**config.mk**
```make
export PLATFORM = sky130hd
export DESIGN_NAME = reg_cmd_ctrl_flat
export DESIGN_NICKNAME = d
export VERILOG_FILES = /design/src/rtl/reg_cmd_ctrl_if.sv /design/src/rtl/reg_cmd_ctrl.sv /design/src/flat_wrapper.sv
export SDC_FILE = /design/constraint.sdc
export NUM_CORES = 1
export LEC_CHECK = 0
export ABC_AREA = 1
export ABC_CLOCK_PERIOD_IN_PS = 2200
export CAP_MARGIN = 15
export CORE_MARGIN = 3
export CORE_UTILIZATION = 48
export CTS_CLUSTER_DIAMETER = 60
export DETAILED_ROUTE_END_ITERATION = 7
export PLACE_DENSITY = 0.82
export SYNTH_ARGS = -nofsm -noshare
export SYNTH_HDL_FRONTEND = slang
export SYNTH_SLANG_ARGS = --single-unit
```
**constraint.sdc**
```tcl
create_clock -name CLK -period 2.2 [get_ports CLK]
set_input_delay 0.66 -clock CLK [delete_from_list [all_inputs] [get_ports CLK]]
set_output_delay 0.66 -clock CLK [all_outputs]
set_load 0.005 [all_outputs]
```
**src/rtl/reg_cmd_ctrl_if.sv**
```systemverilog
// reg_cmd_ctrl_if: byte link plus register-file port of the command controller
interface reg_cmd_ctrl_if #(parameter int WIDTH = 16, parameter int ADDR = 3);
   logic [7:0]       RxData;
   logic             RxValid;
   logic [7:0]       TxData;
   logic             TxValid;
   logic             TxReady;
   logic [ADDR-1:0]  Address;
   logic             WrEn;
   logic             RdEn;
   logic [WIDTH-1:0] WrData;
   logic [WIDTH-1:0] RdData;
   logic             CmdErr;
   modport master (
      input  RxData, RxValid, TxReady, RdData,
      output TxData, TxValid, Address, WrEn, RdEn, WrData, CmdErr
   );
   modport slave (
      output RxData, RxValid, TxReady, RdData,
      input  TxData, TxValid, Address, WrEn, RdEn, WrData, CmdErr
   );
endinterface

```
**src/rtl/reg_cmd_ctrl.sv**
```systemverilog
// reg_cmd_ctrl: decodes AA/BB byte frames into register writes and byte-wise read replies
module reg_cmd_ctrl #(
   parameter int WIDTH = 16,
   parameter int ADDR  = 3
) (
   input logic            CLK,
   input logic            RST,
   reg_cmd_ctrl_if.master bus
);
   typedef enum logic [3:0] {
      IDLE, WR_ADDR, WR_LO, WR_HI, WR_EXEC, RD_ADDR, RD_EXEC, RD_WAIT, TX_LO, TX_HI
   } state_t;
   state_t           state, nxt;
   logic [WIDTH-1:0] rd_buf;
   logic             bad_cmd;
   assign bad_cmd = state == IDLE && bus.RxValid && bus.RxData != 8'hAA && bus.RxData != 8'hBB;
   always_ff @(posedge CLK)
      if (!RST) begin
         state       <= IDLE;
         bus.Address <= '0;
         bus.WrData  <= '0;
         bus.CmdErr  <= 1'b0;
         rd_buf      <= '0;
      end else begin
         state      <= nxt;
         bus.CmdErr <= bad_cmd;
         if (bus.RxValid && (state == WR_ADDR || state == RD_ADDR)) bus.Address <= bus.RxData[ADDR-1:0];
         if (bus.RxValid && state == WR_LO) bus.WrData[7:0] <= bus.RxData;
         if (bus.RxValid && state == WR_HI) bus.WrData[WIDTH-1:8] <= bus.RxData;
         if (state == RD_WAIT) rd_buf <= bus.RdData;
      end
   always_comb begin
      nxt = state;
      case (state)
         IDLE:    nxt = !bus.RxValid ? IDLE : bus.RxData == 8'hAA ? WR_ADDR : bus.RxData == 8'hBB ? RD_ADDR : IDLE;
         WR_ADDR: nxt = bus.RxValid ? WR_LO : WR_ADDR;
         WR_LO:   nxt = bus.RxValid ? WR_HI : WR_LO;
         WR_HI:   nxt = bus.RxValid ? WR_EXEC : WR_HI;
         WR_EXEC: nxt = IDLE;
         RD_ADDR: nxt = bus.RxValid ? RD_EXEC : RD_ADDR;
         RD_EXEC: nxt = RD_WAIT;
         RD_WAIT: nxt = TX_LO;
         TX_LO:   nxt = bus.TxReady ? TX_HI : TX_LO;
         TX_HI:   nxt = bus.TxReady ? IDLE : TX_HI;
         default: nxt = IDLE;
      endcase
   end
   // reply bytes come straight from the buffer so they stay stable while stalled
   always_comb begin
      bus.WrEn    = state == WR_EXEC;
      bus.RdEn    = state == RD_EXEC;
      bus.TxValid = state == TX_LO || state == TX_HI;
      bus.TxData  = state == TX_LO ? rd_buf[7:0] : state == TX_HI ? rd_buf[WIDTH-1:8] : 8'h00;
   end
endmodule

```
**src/flat_wrapper.sv**
```systemverilog
// flat-port wrapper written by rule: the top's interface ports become plain ports
module reg_cmd_ctrl_flat 
#(
   parameter int WIDTH = 16,
   parameter int ADDR  = 3
)
  (CLK, RST, bus_RxData, bus_RxValid, bus_TxReady, bus_RdData, bus_TxData, bus_TxValid, bus_Address, bus_WrEn, bus_RdEn, bus_WrData, bus_CmdErr);
  reg_cmd_ctrl_if #(.WIDTH(WIDTH), .ADDR(ADDR)) bus_i ();
  input logic CLK;
  input logic RST;
  input wire logic [$bits(bus_i.RxData)-1:0] bus_RxData;
  input wire logic [$bits(bus_i.RxValid)-1:0] bus_RxValid;
  input wire logic [$bits(bus_i.TxReady)-1:0] bus_TxReady;
  input wire logic [$bits(bus_i.RdData)-1:0] bus_RdData;
  output wire logic [$bits(bus_i.TxData)-1:0] bus_TxData;
  output wire logic [$bits(bus_i.TxValid)-1:0] bus_TxValid;
  output wire logic [$bits(bus_i.Address)-1:0] bus_Address;
  output wire logic [$bits(bus_i.WrEn)-1:0] bus_WrEn;
  output wire logic [$bits(bus_i.RdEn)-1:0] bus_RdEn;
  output wire logic [$bits(bus_i.WrData)-1:0] bus_WrData;
  output wire logic [$bits(bus_i.CmdErr)-1:0] bus_CmdErr;
  assign bus_i.RxData = bus_RxData;
  assign bus_i.RxValid = bus_RxValid;
  assign bus_i.TxReady = bus_TxReady;
  assign bus_i.RdData = bus_RdData;
  assign bus_TxData = bus_i.TxData;
  assign bus_TxValid = bus_i.TxValid;
  assign bus_Address = bus_i.Address;
  assign bus_WrEn = bus_i.WrEn;
  assign bus_RdEn = bus_i.RdEn;
  assign bus_WrData = bus_i.WrData;
  assign bus_CmdErr = bus_i.CmdErr;
  reg_cmd_ctrl #(.WIDTH(WIDTH), .ADDR(ADDR)) u_core (.CLK(CLK), .RST(RST), .bus(bus_i));
endmodule
```
== Word level (Yosys, flattened, before mapping) ==
Index checks and enable logic that the tools add are counted.
Operators by class
  add/sub/neg operators: 0
  multiply operators: 0
  div/mod/pow operators: 0
  order comparisons: 0
  eq/ne operators: 13
  shifts and indexed selects: 0
  mux-type cells: 12
  bitwise gates (word level): 0
  reductions and logical operators: 9
Operators with widths (number)
  $pmux 4 s9: 1
  $eq 4x3->1 const B: 4
  $eq 8x8->1 const B: 2
  $mux 8: 2
  $ne 8x8->1 const B: 2
  $mux 4: 3
  $eq 4x2->1 const B: 2
  $eq 4x4->1 const B: 2
  $logic_and 1x1->1: 6
  $mux 3: 2
  $eq 4x1->1 const B: 1
  $logic_not 4->1: 1
  $mux 2: 2
  $logic_or 1x1->1: 2
  $mux 1: 2
Storage, ports and cells
  bits in registers: 40
  bits in latches: 0
  RAM bits: 0
  bits in read-only memories: 0
  output and inout port bits: 31
  memories: 0

== Depth between registers and ports, before layout ==
  depth after elaboration: 5
  mapped depth: 8
  mapped depth without buffers: 7

== Worst setup path before layout ==
No wires, ideal clock.
  kind: register to output
  start point: register u_core.state[3]
  end point: output bus_TxData[0]
  data arrival time: 0.955 ns
  slack: 0.585 ns
  cell stages (with the launch flop): 6
  path buffers: 0
  cell sequence: dfxtp_1 -> inv_2 -> nor2_2 -> nand2_1 -> inv_1 -> a32o_1
On the way
  longest elaborated chain between the ends: 3
Ends and longest elaborated chain
  from (decl): RTL line reg_cmd_ctrl.sv:13  | state_t state, nxt;
  from (signal assigned): RTL line reg_cmd_ctrl.sv:25  | state <= nxt;
  $eq 4x4->1: RTL line reg_cmd_ctrl.sv:53  | bus.TxData = state == TX_LO ? rd_buf[7:0] : state == TX_HI ? rd_buf[WIDTH-1:8] : 8'h00;
  $mux 8: RTL line reg_cmd_ctrl.sv:53
  $mux 8 (*): RTL line reg_cmd_ctrl.sv:53
  to (decl): RTL line flat_wrapper.sv:15  | output wire logic [$bits(bus_i.TxData)-1:0] bus_TxData;
Mark *: on every way between the ends. The rest lies on a longest branch, timed or not.

== Worst setup path in the final report ==
  start point: register u_core.state[2]
  end point: output bus_TxData[2]
The elaborated chain is that of the path after synthesis.

==> reports/metrics.cfg <==
[run_status]
status = finished, final reports clean

[power]
max-vdd-ir-drop_mv = 0.4538
p_sw_frac = 0.2267
pwr-share-seq = 0.540
p_int_w = 0.001035
total_power_w = 0.001338
p_per_area_nw_per_um2 = 504.6
p_comb_frac = 0.075
p_clk_frac = 0.385
cellLeakagePower_nw = 1.182
p_switching_w = 0.0003033

[clock_tree]
cts_hold_buf = 0
clock-sinks = 40
root_buffer = clkbuf_8
clk_latency_ps = 300
tritoncts = done
clk_pin_slew_ps = 80
h-tree-depth = 2
cts_made_buffers = 5
clock_path_buffers = 2

[yosys]
synth_edf_count = 0
ys_types = 27
yosys_warnings = 0
synth_ff_type = dfxtp_1
postSynth.asyncResetShare = 0
yosysSeqAreaShare = 0.4520
synth_fp_nets = 256
syn_area_um2 = 1772
ys_ff_latch = 40
syn_avg_cell_area_um2 = 7.771
synthCells = 228

[detailed_routing]
routed-via-count = 1860
routed_wirelength_um = 5187
wl_per_cell_um = 14.86
ant_nets = 0
first_pass_iters = 4
drc = 0
post_drt_via_cell_ratio = 5.330
dr.first_iter.drc_count = 170

[timing]
hold_violations = 0
tightest_slew_ps = 319.6
slew_viol_final = 0
fin_skew_ps = 7.423
setup_viol = 0
fmax_ghz = 0.4638
relSlewSlack = 0.7853
period_minus_slack_ps = 2156
layout_setup_ws_ps = 43.98
fin_setup_tns_ps = 0
finalCritPeriodShare = 0.9800

[grt]
grt_overflow_total = 0
antenna_found_initial = 0
grt_pass1_wl_um = 7852
track_usage = 0.2339
grt_start_max_net_pins = 39
grt_pass1_vias = 1742

[setup_path]
critPathArrivalTime_ps = 1500
worstReg2RegStart = u_core.state[0]
slowest_delay_ps = 320
start_kind = flip-flop
worstSetupEndpointType = output port
rr_worst_depth = 7
r2r-end = u_core.state[2]
crit_path_top_delay_cell = dfxtp_2
reg2reg_slack_ps = 750
path_cells = buf_4 > nor2_4 > nand2_2 > inv_4 > buf_12 > a32o_1 > dlygate4sd2_1
crit_type = flip-flop to output port
worst_ep_required_time_ps = 1540
path_max_fanout = 4

[final_layout]
n_antenna_cell = 0
nets = 330
syn2layout_area_growth_pct = 49.65
drive_gt1_frac = 0.2211
layout_common_cells = clkdlybuf4s50_1, nor2_1, dfxtp_1
final_common_cell = clkdlybuf4s50_1

[floorplanning]
start_util = 0.5147
die_x_um = 66.76
core_um2 = 3442
chipHeight_um = 66.76
ioPinCount = 59
dieArea_um2 = 4456
core.rowCount = 21

[run]
max_cap_viol_count = 0

[hold_path]
min_from = u_core.bus.WrData[8]
holdPathStages = 2
holdCritPathClass = flip-flop to flip-flop
hold_end = u_core.bus.WrData[8]

[placement]
io_buffers = 58
pre_cts_slack_ps = 48.90
dpl.hpwl_um = 3191
place.gp.congestion = 0.8729

[per-layer routing]
metal	up-vias	wire length (um)	global-route usage
li1	895	-	-
met1	854	2196	0.3032
met2	85	2487	0.3713
met3	26	300	0.06071
met4	0	202	0.08629
met5	-	0	0
[power groups by stage]
stage           logic, W  clock network (W)  registers [W]
2_1_floorplan  0.0000264                  0       0.000743
4_1_cts        0.0000972           0.000515       0.000724
3_3_place_gp   0.0000945                  0       0.000742
6_report       0.0000999           0.000515       0.000723
5_1_grt         0.000108           0.000549       0.000723
3_5_place_dp   0.0000957                  0       0.000742
[stage by stage]
stage / instance area, um^2 / instances / hold WS (ps) / util
3_5_place_dp: 2406 / 329 / 437.5 / 0.6990
6_report: 2651 / 349 / 446.4 / 0.7703
3_3_place_gp: 2406 / 329 / 433.1 / 0.6990
5_1_grt: 2651 / 349 / 472.2 / 0.7703
4_1_cts: 2603 / 347 / 449.2 / 0.7561
2_1_floorplan: 1772 / 228 / 440.3 / -
[layout make-up]
type / count / area, um^2
clock buffer: 7 / 86.33
tap: 46 / 57.56
timing repair buffer: 77 / 757.0
sequential: 40 / 810.8
fill: 249 / 790.8
clock inverter: 1 / 7.507
inverter: 26 / 107.6
multi-input combinational: 152 / 824.5
[synthesized netlist by cell type, types with 2 or more instances]
master,number,area share
a21oi_1,13,0.037
a21oi_2,2,0.0099
a32o_1,8,0.045
buf_4,2,0.0085
buf_6,3,0.019
clkbuf_1,4,0.0085
dfxtp_1,40,0.45
inv_1,17,0.036
inv_2,8,0.017
nand2_1,20,0.042
nand3_1,7,0.020
nand3_2,2,0.011
nor2_1,43,0.091
nor2_2,12,0.042
nor3_1,3,0.0085
o21ai_0,21,0.059
o21ai_1,12,0.034
o21ai_2,2,0.0099
[cell families (layout without fill, tap and decap cells)]
group                  Yosys count  in the layout  share of synthesized area
AO/OA/AOI/OAI                   61             61                     0.2098
buffers and inverters           36            111                    0.09533
AND/OR/NAND/NOR                 91             91                     0.2429
flip-flops                      40             40                     0.4520
[how the worst max path moves through the flow]
stage | from | endpoint | slack [ps] | cells after the start
finish | u_core.state[2] | bus_TxData[2] | 40 | 7
detailed placement | u_core.state[0] | bus_TxData[7] | 50 | 5
floorplan | u_core.state[3] | bus_TxData[0] | 580 | 5
CTS | u_core.state[1] | bus_RdEn | 10 | 6
global route | u_core.state[2] | bus_TxData[1] | -8 | 7
global placement | u_core.state[0] | bus_TxData[6] | 90 | 5
[what timing repair did]
action / in CTS / in global routing
endpoints found under the setup margin: 9 / 6
setup buffers: 9 / 2
resized for setup: 25 / 12
pin swaps: 2 / 1
gates cloned: 1 / 0
[sequential cells by signal, summed over array words and instances (netlist names)]
name and cells:
u_core.bus.WrData 16, u_core.rd_buf 16, u_core.state 4, u_core.bus.Address 3, u_core.bus.CmdErr 1
[worst max-delay path, delay by kind of cell, from the launching register on]
family / cells / cell delay (ps)
flip-flops: 1 / 320
AND/OR/NAND/NOR: 2 / 220
buffers and inverters: 4 / 550
AO/OA/AOI/OAI: 1 / 110
No activity file was read; power rests on OpenSTA's default activity.
==> RTL change: new RTL, config.mk and constraints unchanged <==
Make the reset (`RST`) asynchronous in one clocked block.
--- a/src/rtl/reg_cmd_ctrl.sv
+++ b/src/rtl/reg_cmd_ctrl.sv
@@ -14,7 +14,7 @@
    logic [WIDTH-1:0] rd_buf;
    logic             bad_cmd;
    assign bad_cmd = state == IDLE && bus.RxValid && bus.RxData != 8'hAA && bus.RxData != 8'hBB;
-   always_ff @(posedge CLK)
+   always_ff @(posedge CLK or negedge RST)
       if (!RST) begin
          state       <= IDLE;
          bus.Address <= '0;
Formal check against the unedited RTL: differs if RST is asserted again (counterexample within 4 cycles, from zero or initial values and one cycle with RST low); with RST held inactive, the same outputs for 10 cycles.
==> RTL change against the original RTL <==
- wire length decreased by 2.0%
- register-to-register slack worse by 0.14 ns
- setup slack better by 0.027 ns
- non-clock buffer count is 1 higher
- sequential cell count is the same
- utilization fell by 2.3 points
- sequential share of layout area rose by 5.6 points
- fmax increased by 1.3%
- cell area rose by 4.7%
- area after synthesis up 6.1%
- highest routed layer unchanged
Power is not compared: it rests on default switching activity, and its combinational part moved more than twofold at a synthesized area within 25%.
==> RTL change: results (changes against the original RTL) <==
<table>
<tr><th>Metric</th><th>Value</th></tr>
<tr><th colspan="2">Status</th></tr>
<tr><td>Run status</td><td>completed (unchanged)</td></tr>
<tr><th colspan="2">Yosys</th></tr>
<tr><td>Mean cell area of the mapped netlist</td><td>8.51 sq um (was 7.77 sq um)</td></tr>
<tr><td>Distinct cell type count after synthesis</td><td>18 (was 27)</td></tr>
<tr><td>FFs w/ async S/R, synth</td><td>100% (was 0%)</td></tr>
<tr><td>Cell types with the highest counts after synthesis</td><td>72 x sky130_fd_sc_hd__nand2_1, 40 x sky130_fd_sc_hd__dfrtp_1, 40 x sky130_fd_sc_hd__nand3_1 (was 43 x sky130_fd_sc_hd__nor2_1, 40 x sky130_fd_sc_hd__dfxtp_1, 21 x sky130_fd_sc_hd__o21ai_0)</td></tr>
<tr><th colspan="2">Place</th></tr>
<tr><td>DP HPWL</td><td>3.45 mm (was 3.19 mm)</td></tr>
<tr><td>Worst setup slack after placement</td><td>0.0486 ns (was 0.0489 ns)</td></tr>
<tr><th colspan="2">Route</th></tr>
<tr><td>DR WL met3</td><td>318 um (was 300 um)</td></tr>
<tr><td>Mean routed wirelength per cell</td><td>14.6 um (was 14.9 um)</td></tr>
<tr><td>Detailed-route vias per instance</td><td>5.23 (was 5.33)</td></tr>
<tr><th colspan="2">STA</th></tr>
<tr><td>Min cycle time layout</td><td>2.13 ns (was 2.16 ns)</td></tr>
<tr><td>Transition time at the pin with the least slew margin</td><td>0.479 ns (was 0.320 ns)</td></tr>
<tr><th colspan="2">Worst setup path</th></tr>
<tr><td>Crit Reg-Reg Endpoint</td><td>u_core.bus.WrData[4]$_DFFE_PN0P_ (was u_core.state[2]$_SDFF_PN0_)</td></tr>
<tr><td>R2R depth</td><td>8 (was 7)</td></tr>
<tr><th colspan="2">Global route</th></tr>
<tr><td>All-Layer GR Usage</td><td>23.3% (was 23.4%)</td></tr>
<tr><td>Pin count of the biggest net entering global routing</td><td>22 (was 39)</td></tr>
<tr><td>First-pass GRT wire length</td><td>8.19 mm (was 7.85 mm)</td></tr>
<tr><td>Vias in the first global route</td><td>1,722 (was 1,742)</td></tr>
<tr><th colspan="2">Cells and area</th></tr>
<tr><td>Fill cells</td><td>266 (was 249)</td></tr>
<tr><td>Share of final-layout standard cells stronger than drive strength 1</td><td>18.7% (was 22.1%)</td></tr>
</table>
[RTL change: metal layers]
layer  global-route usage [%]  vias up
li1                         -      858
met3                     3.73        9
met5                        0        -
met1                     32.6      872
met2                     36.8       77
met4                     7.20        0
[RTL change: worst min-delay path by stage]
stage / from / to / slack (ns) / cells after the start
floorplan: RST / u_core.bus.Address[0]$_DFFE_PN0P_ / 0.36 / 0
global placement: u_core.rd_buf[7]$_DFFE_PN0N_ / u_core.rd_buf[7]$_DFFE_PN0N_ / 0.46 / 2
detailed placement: u_core.rd_buf[9]$_DFFE_PN0N_ / u_core.rd_buf[9]$_DFFE_PN0N_ / 0.46 / 2
CTS: RST / u_core.bus.WrData[5]$_DFFE_PN0P_ / 0.34 / 1
global route: RST / u_core.bus.WrData[11]$_DFFE_PN0P_ / 0.35 / 1
finish: RST / u_core.rd_buf[4]$_DFFE_PN0N_ / 0.32 / 1
[RTL change: area by class of cell]
type | count | area, sq um | area share (%)
clock buffers | 5 | 68.8 | 2.48
clock inverters | 3 | 42.5 | 1.53
inverters | 19 | 71.3 | 2.57
multi-input cells | 154 | 764 | 27.5
flip-flops and latches | 40 | 1000 | 36.2
well taps | 48 | 60.1 | 2.16
repair buffers | 78 | 764 | 27.5
[RTL change: critical path, delay by kind of cell (launching register included)]
kind                   cells  cell delay (ns)
DFF                        1             0.42
buffers and inverters      3             0.45
and+or+nand+nor            3             0.31
[RTL change: stage by stage]
stage / hold slack, ns / power, uW
final: 0.320 / 3190
after global routing: 0.348 / 3410
after CTS: 0.340 / 3120
after detailed placement: 0.463 / 2460
after global placement: 0.456 / 2410
after floorplan: 0.364 / 1830
[RTL change: what timing repair did]
item | in CTS | in global routing
endpoints found under the setup margin | 11 | 3
pin swaps | 2 | 2
cloned | 1 | 0
resized for setup | 17 | 17
buffers inserted | 8 | 4
[RTL change: logic make-up after synthesis]
logic type	synth area share, %
buffers and inverters	7.18
flip-flops	53.2
AO/OA/AOI/OAI	7.72
AND/OR/NAND/NOR	31.9
[RTL change: power breakdown]
| group | internal (uW) | switching (uW) |
|---|---|---|
| Combinational | 688 | 622 |
| Sequential | 1070 | 229 |
| Clock | 335 | 249 |
| Total | 2090 | 1100 |
